$ cat src/rtl/banco_nos_ativos.sv
// banco_nos_ativos: register bank of the active-node (NA) slots.
// Takes one-hot slot writes/deactivations from gerenciador_ativos, exposes the
// slot addresses and active flags back to it, and on request scans all slots
// sequentially (one per cycle) for the active node of minimum cost.
// Optional feature: define BANCO_NA_REMOVE_MENOR_EN to clear the winner's
// active flag in the strobe cycle (search-and-pop).
module banco_nos_ativos #(
    parameter int NUM_NA      = 8,
    parameter int ADR_WIDTH   = 5,
    parameter int CUSTO_WIDTH = 8,
    localparam int IDX_W      = $clog2(NUM_NA)
) (
    input  logic                          clk,
    input  logic                          rst,
    input  logic                          ga_atualizar_in,
    input  logic                          ga_desativar_in,
    input  logic [NUM_NA-1:0]             ga_habilitar_in,
    input  logic [ADR_WIDTH-1:0]          ga_endereco_in,
    input  logic [ADR_WIDTH-1:0]          ga_anterior_in,
    input  logic [CUSTO_WIDTH-1:0]        custo_in,
    input  logic                          menor_req_in,
    output logic [ADR_WIDTH*NUM_NA-1:0]   na_endereco_out,
    output logic [NUM_NA-1:0]             na_ativo_out,
    output logic                          na_cheio_out,
    output logic                          ocupado_out,
    output logic                          menor_valido_out,
    output logic                          menor_vazio_out,
    output logic [ADR_WIDTH-1:0]          menor_endereco_out,
    output logic [ADR_WIDTH-1:0]          menor_anterior_out,
    output logic [CUSTO_WIDTH-1:0]        menor_custo_out,
    output logic [IDX_W-1:0]              menor_indice_out
);

    typedef enum logic [1:0] {ST_IDLE, ST_VARRE, ST_FIM} estado_t;

    localparam logic [IDX_W-1:0] ULTIMO = IDX_W'(NUM_NA - 1);

    // Slot storage
    logic [ADR_WIDTH-1:0]   endereco_q [NUM_NA];
    logic [ADR_WIDTH-1:0]   anterior_q [NUM_NA];
    logic [CUSTO_WIDTH-1:0] custo_q    [NUM_NA];
    logic [NUM_NA-1:0]      ativo_q;

    // Search state and minimum tracker
    estado_t                state_q, state_d;
    logic [IDX_W-1:0]       indice_q;
    logic                   melhor_valido_q;
    logic [ADR_WIDTH-1:0]   melhor_endereco_q, melhor_anterior_q;
    logic [CUSTO_WIDTH-1:0] melhor_custo_q;
    logic [IDX_W-1:0]       melhor_indice_q;

    // Tracker value after considering the slot under the scan index
    logic                   candidato;
    logic                   prox_valido;
    logic [ADR_WIDTH-1:0]   prox_endereco, prox_anterior;
    logic [CUSTO_WIDTH-1:0] prox_custo;
    logic [IDX_W-1:0]       prox_indice;

    // Slot registers: manager writes/deactivates, plus optional pop of the winner
    always_ff @(posedge clk) begin
        if (rst) begin
            // NOTE: the slot array is reset explicitly because its contents are
            // architecturally visible on na_endereco_out from reset onward.
            for (int i = 0; i < NUM_NA; i++) begin
                endereco_q[i] <= '0;
                anterior_q[i] <= '0;
                custo_q[i]    <= '0;
            end
            ativo_q <= '0;
        end else begin
`ifdef BANCO_NA_REMOVE_MENOR_EN
            // Placed before the manager loop so a manager op on the same slot wins.
            if (state_q == ST_FIM && !menor_vazio_out)
                ativo_q[menor_indice_out] <= 1'b0;
`endif
            for (int i = 0; i < NUM_NA; i++) begin
                if (ga_habilitar_in[i]) begin
                    if (ga_desativar_in) begin
                        ativo_q[i] <= 1'b0;
                    end else if (ga_atualizar_in) begin
                        endereco_q[i] <= ga_endereco_in;
                        anterior_q[i] <= ga_anterior_in;
                        custo_q[i]    <= custo_in;
                        ativo_q[i]    <= 1'b1;
                    end
                end
            end
        end
    end

    // Pack slot addresses and derive the full flag
    always_comb begin
        // NOTE: default first so every path assigns the output and no latch is inferred.
        na_endereco_out = '0;
        for (int i = 0; i < NUM_NA; i++)
            na_endereco_out[ADR_WIDTH*i +: ADR_WIDTH] = endereco_q[i];
    end

    assign na_ativo_out = ativo_q;
    assign na_cheio_out = &ativo_q;
    assign ocupado_out  = (state_q != ST_IDLE);

    // Compare the live slot at the scan index against the current best (strict <)
    always_comb begin
        candidato     = ativo_q[indice_q] &&
                        (!melhor_valido_q || (custo_q[indice_q] < melhor_custo_q));
        prox_valido   = melhor_valido_q;
        prox_endereco = melhor_endereco_q;
        prox_anterior = melhor_anterior_q;
        prox_custo    = melhor_custo_q;
        prox_indice   = melhor_indice_q;
        if (candidato) begin
            prox_valido   = 1'b1;
            prox_endereco = endereco_q[indice_q];
            prox_anterior = anterior_q[indice_q];
            prox_custo    = custo_q[indice_q];
            prox_indice   = indice_q;
        end
    end

    // Search FSM next-state logic
    always_comb begin
        state_d = state_q;
        unique case (state_q)
            ST_IDLE:  if (menor_req_in) state_d = ST_VARRE;
            ST_VARRE: if (indice_q == ULTIMO) state_d = ST_FIM;
            ST_FIM:   state_d = ST_IDLE;
            default:  state_d = ST_IDLE;
        endcase
    end

    // Search FSM state, scan index, tracker and registered results
    always_ff @(posedge clk) begin
        if (rst) begin
            state_q            <= ST_IDLE;
            indice_q           <= '0;
            melhor_valido_q    <= 1'b0;
            melhor_endereco_q  <= '0;
            melhor_anterior_q  <= '0;
            melhor_custo_q     <= '0;
            melhor_indice_q    <= '0;
            menor_valido_out   <= 1'b0;
            menor_vazio_out    <= 1'b0;
            menor_endereco_out <= '0;
            menor_anterior_out <= '0;
            menor_custo_out    <= '0;
            menor_indice_out   <= '0;
        end else begin
            // NOTE: non-blocking throughout so every register samples pre-edge values.
            state_q          <= state_d;
            menor_valido_out <= 1'b0;
            unique case (state_q)
                ST_IDLE: begin
                    if (menor_req_in) begin
                        indice_q          <= '0;
                        melhor_valido_q   <= 1'b0;
                        melhor_endereco_q <= '0;
                        melhor_anterior_q <= '0;
                        melhor_custo_q    <= '0;
                        melhor_indice_q   <= '0;
                    end
                end
                ST_VARRE: begin
                    melhor_valido_q   <= prox_valido;
                    melhor_endereco_q <= prox_endereco;
                    melhor_anterior_q <= prox_anterior;
                    melhor_custo_q    <= prox_custo;
                    melhor_indice_q   <= prox_indice;
                    indice_q          <= indice_q + 1'b1;
                    if (indice_q == ULTIMO) begin
                        // Tracker fields are zero when nothing was captured.
                        menor_valido_out   <= 1'b1;
                        menor_vazio_out    <= !prox_valido;
                        menor_endereco_out <= prox_endereco;
                        menor_anterior_out <= prox_anterior;
                        menor_custo_out    <= prox_custo;
                        menor_indice_out   <= prox_indice;
                    end
                end
                ST_FIM: ;
                default: ;
            endcase
        end
    end

endmodule

$ cat config.mk
export PLATFORM = sky130hd
export DESIGN_NAME = banco_nos_ativos
export DESIGN_NICKNAME = d
export VERILOG_FILES = /design/src/rtl/banco_nos_ativos.sv
export SDC_FILE = /design/constraint.sdc
export NUM_CORES = 1
export LEC_CHECK = 0
export ABC_AREA = 1
export ABC_CLOCK_PERIOD_IN_PS = 2850
export BUFFER_PORTS_ARGS = -buffer_cell sky130_fd_sc_hd__buf_2
export CORE_MARGIN = 2
export CORE_UTILIZATION = 50
export DETAILED_ROUTE_END_ITERATION = 10
export GPL_TIMING_DRIVEN = 0
export PLACE_DENSITY_LB_ADDON = 0.05
export SKIP_CTS_REPAIR_TIMING = 1
export SYNTH_ARGS = -nofsm -noshare
export SYNTH_HDL_FRONTEND = slang
export SYNTH_SLANG_ARGS = --single-unit
$ cat constraint.sdc
create_clock -name clk -period 2.85 [get_ports clk]
set_clock_uncertainty 0.2 [all_clocks]
set_input_delay 0.1425 -clock clk [delete_from_list [all_inputs] [get_ports clk]]
set_output_delay 0.1425 -clock clk [all_outputs]
set_load 0.01 [all_outputs]
[After elaboration in Yosys (flattened, before gate mapping)]
Memory sizes are Yosys's and may differ from the RTL's. A register that Yosys moved wholly into a read port is not among the register bits.
Index checks and enable logic that the tools add are counted.
Word-level totals
  bits in registers: 58
  memory bits (writable): 144
  bits of input ports: 31
  output and inout bits: 73
  logic and storage cells: 158
  memories kept: 3
Operators by class
  $add $sub $neg: 1
  magnitude comparators: 2
  eq/ne operators: 4
  mux-type cells: 81
  bitwise logic cells: 25
  reductions and logical operators: 21
Memory list
  custo_q: depth 8, width 8, rd ports 1, clocked after memory_dff 1, write ports 8, RTL line 41  | logic [CUSTO_WIDTH-1:0] custo_q [NUM_NA];
  anterior_q: depth 8, width 5, rd ports 1, clocked after memory_dff 1, write ports 8, RTL line 40  | logic [ADR_WIDTH-1:0] anterior_q [NUM_NA];
  endereco_q: depth 8, width 5, rd ports 9, clocked after memory_dff 1, write ports 8, RTL line 39  | logic [ADR_WIDTH-1:0] endereco_q [NUM_NA];
Operators by type and width (number)
  5-bit 2-to-1 mux: 19
  8-bit 2-to-1 mux: 10
  1-bit 2-to-1 mux: 34
  3-bit 2-to-1 mux: 8
  1-bit OR: 24
  2-bit AND reduction: 11
  5-bit one-hot mux with 2 select lines: 2
  8-bit one-hot mux with 2 select lines: 1
  3-bit one-hot mux with 2 select lines: 2
  8-bit < comparator: 1
  8-bit AND reduction: 1
  2-bit nonzero test: 3
  3-bit by 4-bit < comparator with 1-bit output (second input constant): 1
  2-bit 2-to-1 mux: 2
  2-bit != test (second input constant): 2
  2-bit one-hot mux with 2 select lines: 1
  3-bit by 1-bit adder with 3-bit output (second input constant): 1
  1-bit binary-select mux with 3-bit select: 1
  3-bit == test (second input constant): 1
  2-bit by 1-bit == test with 1-bit output (second input constant): 1
  1-bit logical NOT: 2
  2-bit logical NOT: 1
  1-bit one-hot mux with 2 select lines: 1
  2-bit OR reduction: 1
  other kinds (3): 3

[Depth between registers and ports, before layout]
Gate-level depths: netlist of the first run.
  word-level depth: 6
  depth in mapped cells: 23
  gate-level depth less buffers: 19

[Least setup slack after synthesis of the first run]
No wires, ideal clock.
  path type: reg2reg
  start point: reg with a tool-made name
  end point: reg menor_custo_out[7]
  library setup time: 109 ps
  data arrival time: 2351 ps
  required time: 2541 ps
  path slack: 190 ps
  cell stages (with the launch flop): 21
  buffers on the path: 4
  clock period less this slack: 2660 ps
  cell sequence: dfxtp_1 > buf_6 > inv_6 > buf_2 > buf_2 > nor2_1 > o22ai_1 > nand2_1 > o21ai_1 > ha_1 > a21oi_1 > nor2_1 > a211oi_1 > nand2_1 > nand2_2 > buf_4 > nand3_1 > nand2_1 > nand2_1 > nand2_1 > inv_1
RTL lines
  end signal: assignment: RTL line 176  | menor_custo_out <= prox_custo;
  end: declaration: RTL line 30  | output logic [CUSTO_WIDTH-1:0] menor_custo_out,

==> results by stage, run 1 <==
Clock network:
- The TritonCTS clock tree is built.
- Counting the buffers created by CTS gives 23.
- The root buffer cell is sky130_fd_sc_hd__clkbuf_16.
- The clock-pin slew reported for the worst setup and hold paths after clock tree synthesis is 0.06 ns.
- Clock latency on the worst-skew pair, taken at its later pin, is 0.51 ns.
- For this design, the sink count on the clock tree is 205.
- The longest clock path from root to sink contains 3 buffers.
- In this run the number of H-tree levels came out at 1.

Floorplan:
- The floorplan step defined a core boundary enclosing 18000 um^2.
- The die is 140 um wide.
- The I/O pin total is 104.
- The floorplan die height is 140 um.
- The number of cell rows is 49.
- The full die area is 19500 um^2.
- The initial core utilization is 51.1%.

Detailed routing:
- In this run the remaining antenna-violating nets after routing total 0.
- Summed over all layers, the routed wires come to 27100 um.
- The pre-antenna-repair detailed-routing pass consisted of 5 iterations.
- The average routed wire per standard cell is 18.8 um.
- In this run, the number of DRC markers left after iteration 0 of detailed routing was 842.
- The via count of the routed design is 7804.
- The final routed DRC violation total is 0.
- The via density per instance is 5.40.

GRT:
- Global routing used 26.7% of the available tracks.
- The aggregate global routing overflow is 0.
- The first global-routing pass estimated 40000 um of wire.
- Entering global routing, the biggest net connects 19 pins.
- The initial antenna violation count is 0.
- The number of global-route vias before repair is 7102.

Synthesis:
- Sequential elements use 60.2% of the synthesized area.
- The summed instance area of the synthesized netlist is 9220 um^2.
- The synthesized design contains 205 register bits.
- The cell type contributing the most total cell area after synthesis is sky130_fd_sc_hd__edfxtp_1.
- The portion of synthesized cell area occupied by the leading cell type is 46.9%.
- In the synthesized netlist, the number of instances is 1025.
- The number of distinct library cell variants in the gate-level netlist after synthesis is 26.
- When the netlist entered floorplanning its net count stood at 1065.
- The count of synthesis-stage warnings from yosys is 0.
- Yosys attributes the largest share of cell area to sky130_fd_sc_hd__edfxtp_1, sky130_fd_sc_hd__dfxtp_1, sky130_fd_sc_hd__nor2_1.
- The synthesized area divided by synthesized cell count is 8.99 um^2.

STA:
- The minimum clock period is 3.01 ns.
- Measured against its own limit, the worst slew margin works out to 27.1%.
- Static timing analysis puts the maximum clock frequency at 332 MHz.
- In the post-route analysis, the smallest setup slack over all paths is -0.163 ns.
- The number of pins with negative max-slew slack in the final report came to 0.
- The slew at the pin closest to its max-slew limit is 1.09 ns.
- Across all hold checks on the routed design, the worst slack comes to -0.0567 ns.
- The final number of hold-violating endpoints is 1.
- Setup repair after global routing could not meet its margin everywhere.
- The worst path uses 106% of the clock period.
- The final total negative setup slack is -5.13 ns.
- Setup violations remaining at the end of the flow were counted as 40.

Final layout:
- The ratio of cells with drive above 1 in the final layout is 19.4%.
- 0 antenna diodes ended up in the layout.
- In the final design database the tool counted 1238 nets.
- The growth of design area from synthesis to finish is 24.4%.

Critical path:
- The critical path capture point type is a register.
- The data arrival time at the worst-slack endpoint is 3.23 ns.
- The worst setup path is of the register to register kind.
- Along the worst path, the maximum fanout reaches 10.
- Data on the critical path is required at its endpoint by 3.06 ns.
- The kind of start point of the critical path is a register.

Run:
- Across the run, the number of max-cap violations was 0.

Status:
- The final reports fail on hold timing, setup timing.
- The flow ran to the end, but the final reports show violations.

Hold path:
- The worst hold path class is primary input to register.

Pwr:
- The peak supply drop is 0.489 mV.
- The leakage power is 4.90 nW.
- In this run the power density over the cells is 640 nW/um^2.

Placement:
- The final weighted congestion in routability-driven placement is 0.889.
- In this run the tool buffered the top-level ports with 103 buffer cells.
- The detailed placement HPWL is 18300 um.
[cells in the mapped netlist]
| cell | n |
|---|---|
| sky130_fd_sc_hd__nand2_2 | 21 |
| sky130_fd_sc_hd__buf_4 | 3 |
| sky130_fd_sc_hd__clkbuf_1 | 34 |
| sky130_fd_sc_hd__edfxtp_1 | 144 |
| sky130_fd_sc_hd__o221ai_1 | 20 |
| sky130_fd_sc_hd__a21oi_1 | 32 |
| sky130_fd_sc_hd__nand4_1 | 2 |
| sky130_fd_sc_hd__a211oi_1 | 1 |
| sky130_fd_sc_hd__ha_1 | 9 |
| sky130_fd_sc_hd__o21ai_0 | 89 |
| sky130_fd_sc_hd__a31oi_2 | 1 |
| sky130_fd_sc_hd__inv_1 | 114 |
| sky130_fd_sc_hd__nand2_1 | 135 |
| sky130_fd_sc_hd__inv_6 | 1 |
| sky130_fd_sc_hd__buf_6 | 3 |
| sky130_fd_sc_hd__nand2_4 | 1 |
| sky130_fd_sc_hd__buf_2 | 11 |
| sky130_fd_sc_hd__nor3_1 | 1 |
| sky130_fd_sc_hd__buf_1 | 3 |
| sky130_fd_sc_hd__and2_0 | 10 |
| sky130_fd_sc_hd__nor2_1 | 257 |
| sky130_fd_sc_hd__o21ai_1 | 4 |
| sky130_fd_sc_hd__inv_2 | 2 |
| sky130_fd_sc_hd__nand3_1 | 51 |
| sky130_fd_sc_hd__o22ai_1 | 15 |
| sky130_fd_sc_hd__dfxtp_1 | 61 |
[worst max-delay path, cell delays in order (launching register included)]
cell and delay [ns]:
sky130_fd_sc_hd__dfxtp_2 0.34, sky130_fd_sc_hd__buf_6 0.14, sky130_fd_sc_hd__clkbuf_2 0.27, sky130_fd_sc_hd__nor2_1 0.09
sky130_fd_sc_hd__o22ai_1 0.16, sky130_fd_sc_hd__inv_1 0.11, sky130_fd_sc_hd__o21ai_2 0.19, sky130_fd_sc_hd__ha_1 0.29
sky130_fd_sc_hd__a21oi_2 0.12, sky130_fd_sc_hd__nor2_1 0.05, sky130_fd_sc_hd__a211oi_1 0.16, sky130_fd_sc_hd__nand2_1 0.12
sky130_fd_sc_hd__nand2_4 0.13, sky130_fd_sc_hd__buf_6 0.14, sky130_fd_sc_hd__nand3_1 0.09, sky130_fd_sc_hd__nand2_1 0.11
sky130_fd_sc_hd__nand2_1 0.07, sky130_fd_sc_hd__nand2_1 0.08, sky130_fd_sc_hd__inv_1 0.03
[final timing paths]
kind / from / to / slack [ns] / cells after the start
hold reg to reg: melhor_anterior_q[1]$_SDFFE_PP0P_ / melhor_anterior_q[1]$_SDFFE_PP0P_ / 0.27 / 2
setup / recovery: register / menor_custo_out[4]$_SDFFE_PP0P_ / -0.16 / 18
setup reg to reg: register / menor_custo_out[4]$_SDFFE_PP0P_ / -0.16 / 18
hold / removal: ga_desativar_in / na_ativo_out[3]$_SDFFE_PP0P_ / -0.06 / 4
[cell families after synthesis]
kind of cell,synth area share (%)
adder cells (fa/ha/maj),1.22
AO/OA/AOI/OAI,9.92
flip-flops,60.2
AND/OR/NAND/NOR,21.2
buffers and inverters,7.53
[cell type report]
class / count / area (um^2)
clock buffer: 34 / 667
multi-input combinational: 649 / 3140
buffer: 54 / 344
tap: 229 / 287
sequential: 205 / 5550
timing repair buffer: 148 / 963
fill: 1570 / 6560
inverter: 117 / 452
clock inverter: 8 / 66.3
[power breakdown]
part           switching (mW)  internal, mW
registers              0.0748          3.39
logic                   0.654         0.341
clock network            1.17          1.71
total                    1.90          5.44
[registers in the layout, indices dropped and copies added, names as in the netlist, named ones only]
| register | cells |
|---|---|
| menor_vazio_out | 1 |
| menor_custo_out | 8 |
| melhor_anterior_q | 5 |
| endereco_q | 40 |
| melhor_indice_q | 3 |
| menor_endereco_out | 5 |
| custo_q | 64 |
| menor_indice_out | 3 |
| melhor_valido_q | 1 |
| anterior_q | 40 |
| menor_valido_out | 1 |
| state_q | 2 |
| melhor_endereco_q | 5 |
| melhor_custo_q | 8 |
| indice_q | 3 |
| menor_anterior_out | 5 |
| na_ativo_out | 8 |
[per-layer routing]
metal / track usage [%] / share of wire (%)
met1: 40.5 / 44
met2: 39.6 / 44
met3: 4.27 / 8.8
met4: 8.05 / 2.6
met5: 0 / 0
[cells in the final DEF, fill, tap and decap left out, types with 30 or more instances in the layout]
master,instances
sky130_fd_sc_hd__nand2_1,132
sky130_fd_sc_hd__dlygate4sd3_1,36
sky130_fd_sc_hd__edfxtp_1,144
sky130_fd_sc_hd__clkbuf_1,30
sky130_fd_sc_hd__nor2_1,256
sky130_fd_sc_hd__nand3_1,44
sky130_fd_sc_hd__inv_1,114
sky130_fd_sc_hd__dfxtp_1,60
sky130_fd_sc_hd__buf_2,110
sky130_fd_sc_hd__o21ai_0,76
[through the flow]
stage / util (%) / instance area [um^2] / power (mW) / setup WS (ns) / instances
final: 63.6 / 11500 / 7.34 / -0.163 / 1444
after global routing: 63.6 / 11500 / 7.57 / -0.260 / 1444
after CTS: 59.9 / 10800 / 7.22 / -0.592 / 1402
after detailed placement: 55.9 / 10100 / 4.39 / -0.560 / 1360
after global placement: 55.6 / 10000 / 4.37 / -0.787 / 1357
after floorplan: - / 9220 / 4.05 / 0.190 / 1025
Note: power is estimated with default switching activity, not from simulation.
==> run 2, diff against run 1 <==
--- a/config.mk
+++ b/config.mk
@@ -8,11 +8,14 @@
 export ABC_AREA = 1
 export ABC_CLOCK_PERIOD_IN_PS = 2850
 export BUFFER_PORTS_ARGS = -buffer_cell sky130_fd_sc_hd__buf_2
+export CELL_PAD_IN_SITES_DETAIL_PLACEMENT = 1
+export CELL_PAD_IN_SITES_GLOBAL_PLACEMENT = 2
 export CORE_MARGIN = 2
-export CORE_UTILIZATION = 50
+export CORE_UTILIZATION = 33
 export DETAILED_ROUTE_END_ITERATION = 10
 export GPL_TIMING_DRIVEN = 0
-export PLACE_DENSITY_LB_ADDON = 0.05
+export HOLD_SLACK_MARGIN = 0.06
+export PLACE_DENSITY_LB_ADDON = 0.1
 export SKIP_CTS_REPAIR_TIMING = 1
 export SYNTH_ARGS = -nofsm -noshare
 export SYNTH_HDL_FRONTEND = slang
==> run 2 against run 1 <==
Against the previous run: the run ends with setup timing left; utilization is 20 points lower; highest routed layer unchanged; register-to-register slack better by 0.09 ns; non-clock buffer count is 6 higher; largest power group unchanged.
==> results by stage, run 2 (synthesis gave the netlist of run 1 again) <==
Status:
- The run finished, with violations left.
- The final reports fail on setup timing.

Final layout:
- The flip-flop count of the largest register, all copies and words added was 64 (unchanged).
- The ratio of cells with drive above 1 in the final layout is 22.5% (+3.1 points).
- The area of all placed cells without fillers is 12100 um^2 (+5.7%).
- The number of nets in the layout is 1246 (+0.65%).
- In the final layout, the registers with the most flip-flops are custo_q x64, anterior_q x40, endereco_q x40.
- Leaving out fill and tap cells, the most frequent cells in the layout are sky130_fd_sc_hd__nor2_1, sky130_fd_sc_hd__edfxtp_1, sky130_fd_sc_hd__nand2_1.
- The largest register by flop count is custo_q.
- Compared with the post-synthesis result, the final layout area differs by 31.4%.
- The most common cell after layout, fill and taps aside is sky130_fd_sc_hd__nor2_1.
- The total inserted antenna cells is 0 (unchanged).

Floorplan:
- The core area is 27600 um^2 (+53%).
- The initial core utilization is 33.4% (-18 points).
- The number of cell rows is 61 (+24%).
- The floorplan die height is 171 um (+22%).
- The full die area is 29300 um^2 (+50%).
- The I/O pin total is 104 (unchanged).
- The die outline width came to 171 um (+22%).

Clock network:
- The number of levels in the clock H-tree came to 1 (unchanged).
- The clock-pin slew reported for the worst setup and hold paths after clock tree synthesis came to 0.06 ns (about the same).
- The TritonCTS clock tree is built.
- The buffer depth of the longest clock path was 3 (unchanged).
- The clock buffer count from CTS is 25 (+8.7%).
- The clock latency reported for the late side of the worst-skew pair came to 0.54 ns (+0.03 ns).
- The root buffer cell is sky130_fd_sc_hd__clkbuf_16.
- The number of sinks handled by clock tree synthesis was 205 (unchanged).

Run:
- The total of max-cap violations is 0 (unchanged).

Pwr:
- The power density over the cells came to 653 nW/um^2 (+2.1%).
- The peak supply drop is 0.368 mV (-25%).
- The final total power is 7.91 mW (+7.9%).
- The leakage power is 5.03 nW (+2.8%).

Detailed routing:
- The remaining antenna violation count was 0 (unchanged).
- The via count of the routed design is 7729 (-0.96%).
- The final routed DRC violation total is 0 (unchanged).
- The via density per instance is 4.82 (-11%).
- The average routed wire per standard cell is 19.7 um (+4.9%).
- The number of DRC markers in iteration 0 is 424 (-50%).
- The first-pass iteration count of the detailed router is 5 (unchanged).
- The total wirelength of the detailed-routed design is 31600 um (+16%).

Critical path:
- The flop-to-flop setup slack is -0.07 ns (+0.09 ns).
- The critical path capture point type is a register.
- The signal on the critical path passes through buf_8 > clkinv_8 > buf_8 > buf_12 > o21ai_2 > o22ai_2 > nand2_2 > o21ai_2 > ha_4 > a21oi_2 > nor2_2 > a211oi_2 > nand2_2 > nand2_4 > buf_8 > nand3_2 > nand2_2 > nand2_1 > nand2_1 > inv_1.
- The longest individual stage delay on the worst path was 0.33 ns (about the same).
- The biggest fanout along the worst timing path is 10 (unchanged).
- The worst flop-to-flop path endpoint is menor_endereco_out[0]$_SDFFE_PP0P_.
- The worst setup path is launched from a register.
- The critical path's slowest cell is sky130_fd_sc_hd__dfxtp_2.
- The worst setup path is of the register to register kind.
- The data arrival time at the worst-slack endpoint was 3.15 ns (-0.08 ns).
- The path depth of the worst reg2reg path is 20 (+2).
- The worst endpoint required time is 3.08 ns (+0.02 ns).

STA:
- The final setup slack of the worst path is -0.0696 ns (+0.0939 ns).
- The number of pins with negative max-slew slack in the final report is 0 (unchanged).
- The minimum clock period is 2.92 ns (-0.0939 ns).
- The final number of hold-violating endpoints is 0 (-1).
- The normalized max-slew margin is 29.7% (+2.6 points).
- The share of the clock period used by the worst path is 102% (-3.3 points).
- The slew at the pin closest to its max-slew limit is 1.05 ns (-0.0383 ns).
- The post-route worst hold slack is 0.0221 ns (+0.0788 ns).
- Setup repair after global routing could not meet its margin everywhere.
- The setup-violating endpoint count in the final report is 42 (+5.0%).
- The fmax came to 343 MHz (+3.2%).

Placement:
- The total of buffers placed on input and output ports came to 103 (unchanged).
- The area of placed instances is 10300 um^2 (+1.9%).
- The final weighted congestion in routability-driven placement is 0.808 (-9.2%).
- The detailed placement HPWL is 22200 um (+21%).

Hold path:
- The worst hold path begins at ga_atualizar_in.
- The worst hold path terminates at na_ativo_out[2]$_SDFFE_PP0P_.
- In this run the worst hold path is classified as primary input to register.
- The cell depth of the worst hold path came to 5 (+1).

GRT:
- The number of global-route vias before repair is 7574 (+6.6%).
- The global-route usage over all layers was 21.2% (-5.5 points).
- The initial antenna violation count came to 1 (+1).
- The first-pass GRT wire length is 46100 um (+15%).
- The maximum number of pins on one net before global-route repair came to 19 (unchanged).
- The aggregate global routing overflow was 0 (unchanged).
[run 2: final cells by class]
| type | count | area [um^2] |
|---|---|---|
| buffer | 54 | 413 |
| clock buffer | 30 | 644 |
| clock inverter | 16 | 190 |
| fill | 3231 | 15500 |
| inverter | 117 | 457 |
| multi-input combinational | 649 | 3340 |
| sequential | 205 | 5550 |
| tap | 378 | 473 |
| timing repair buffer | 154 | 1050 |
[run 2: worst max-delay path, delay by kind of cell (launching register included)]
kind                       cells  cell delay [ns]
AOI/OAI and AO/OA              5             0.63
adders and majority gates      1             0.23
buffers and inverters          6             0.68
DFF                            1             0.33
and+or+nand+nor                8             0.73
[run 2: worst max path at each step]
stage	startpoint	to	slack, ns	depth (start not counted)
2_1_floorplan	register	menor_custo_out[7]$_SDFFE_PP0P_	0.19	20
3_3_place_gp	ga_desativar_in	endereco_q[0][2]$_SDFFCE_PN0P_	-1.13	4
3_5_place_dp	register	menor_endereco_out[0]$_SDFFE_PP0P_	-0.87	19
4_1_cts	register	menor_endereco_out[0]$_SDFFE_PP0P_	-0.90	18
5_1_grt	register	menor_custo_out[7]$_SDFFE_PP0P_	-0.29	20
6_report	register	menor_endereco_out[0]$_SDFFE_PP0P_	-0.07	20
[run 2: per-stage QoR]
stage | worst slack [ns] | instances | utilization, % | setup TNS (ns)
global placement | -1.13 | 1506 | 36.9 | -88.45
finish | -0.0696 | 1603 | 43.8 | -1.62
global route | -0.285 | 1603 | 43.8 | -10.47
floorplan | 0.190 | 1025 | - | 0
detailed placement | -0.875 | 1509 | 37.1 | -31.22
CTS | -0.898 | 1555 | 40.1 | -32.26
[run 2: layer usage]
layer  part of all wire, %  track usage, %  wire (um)  vias up
li1                      -               -          -     3741
met1                    44            28.0      14000     3817
met2                    51            37.8      16000      138
met3                   3.4            2.41       1070       33
met4                   1.6            4.02        501        0
met5                     0               0          0        -
[run 2: report_power, final]
| part | leakage, nW | switching, mW | total (mW) | internal, mW |
|---|---|---|---|---|
| logic | 2.72 | 0.737 | 1.15 | 0.413 |
| registers | 1.91 | 0.0813 | 3.47 | 3.39 |
| clock network | 0.405 | 1.31 | 3.29 | 1.98 |
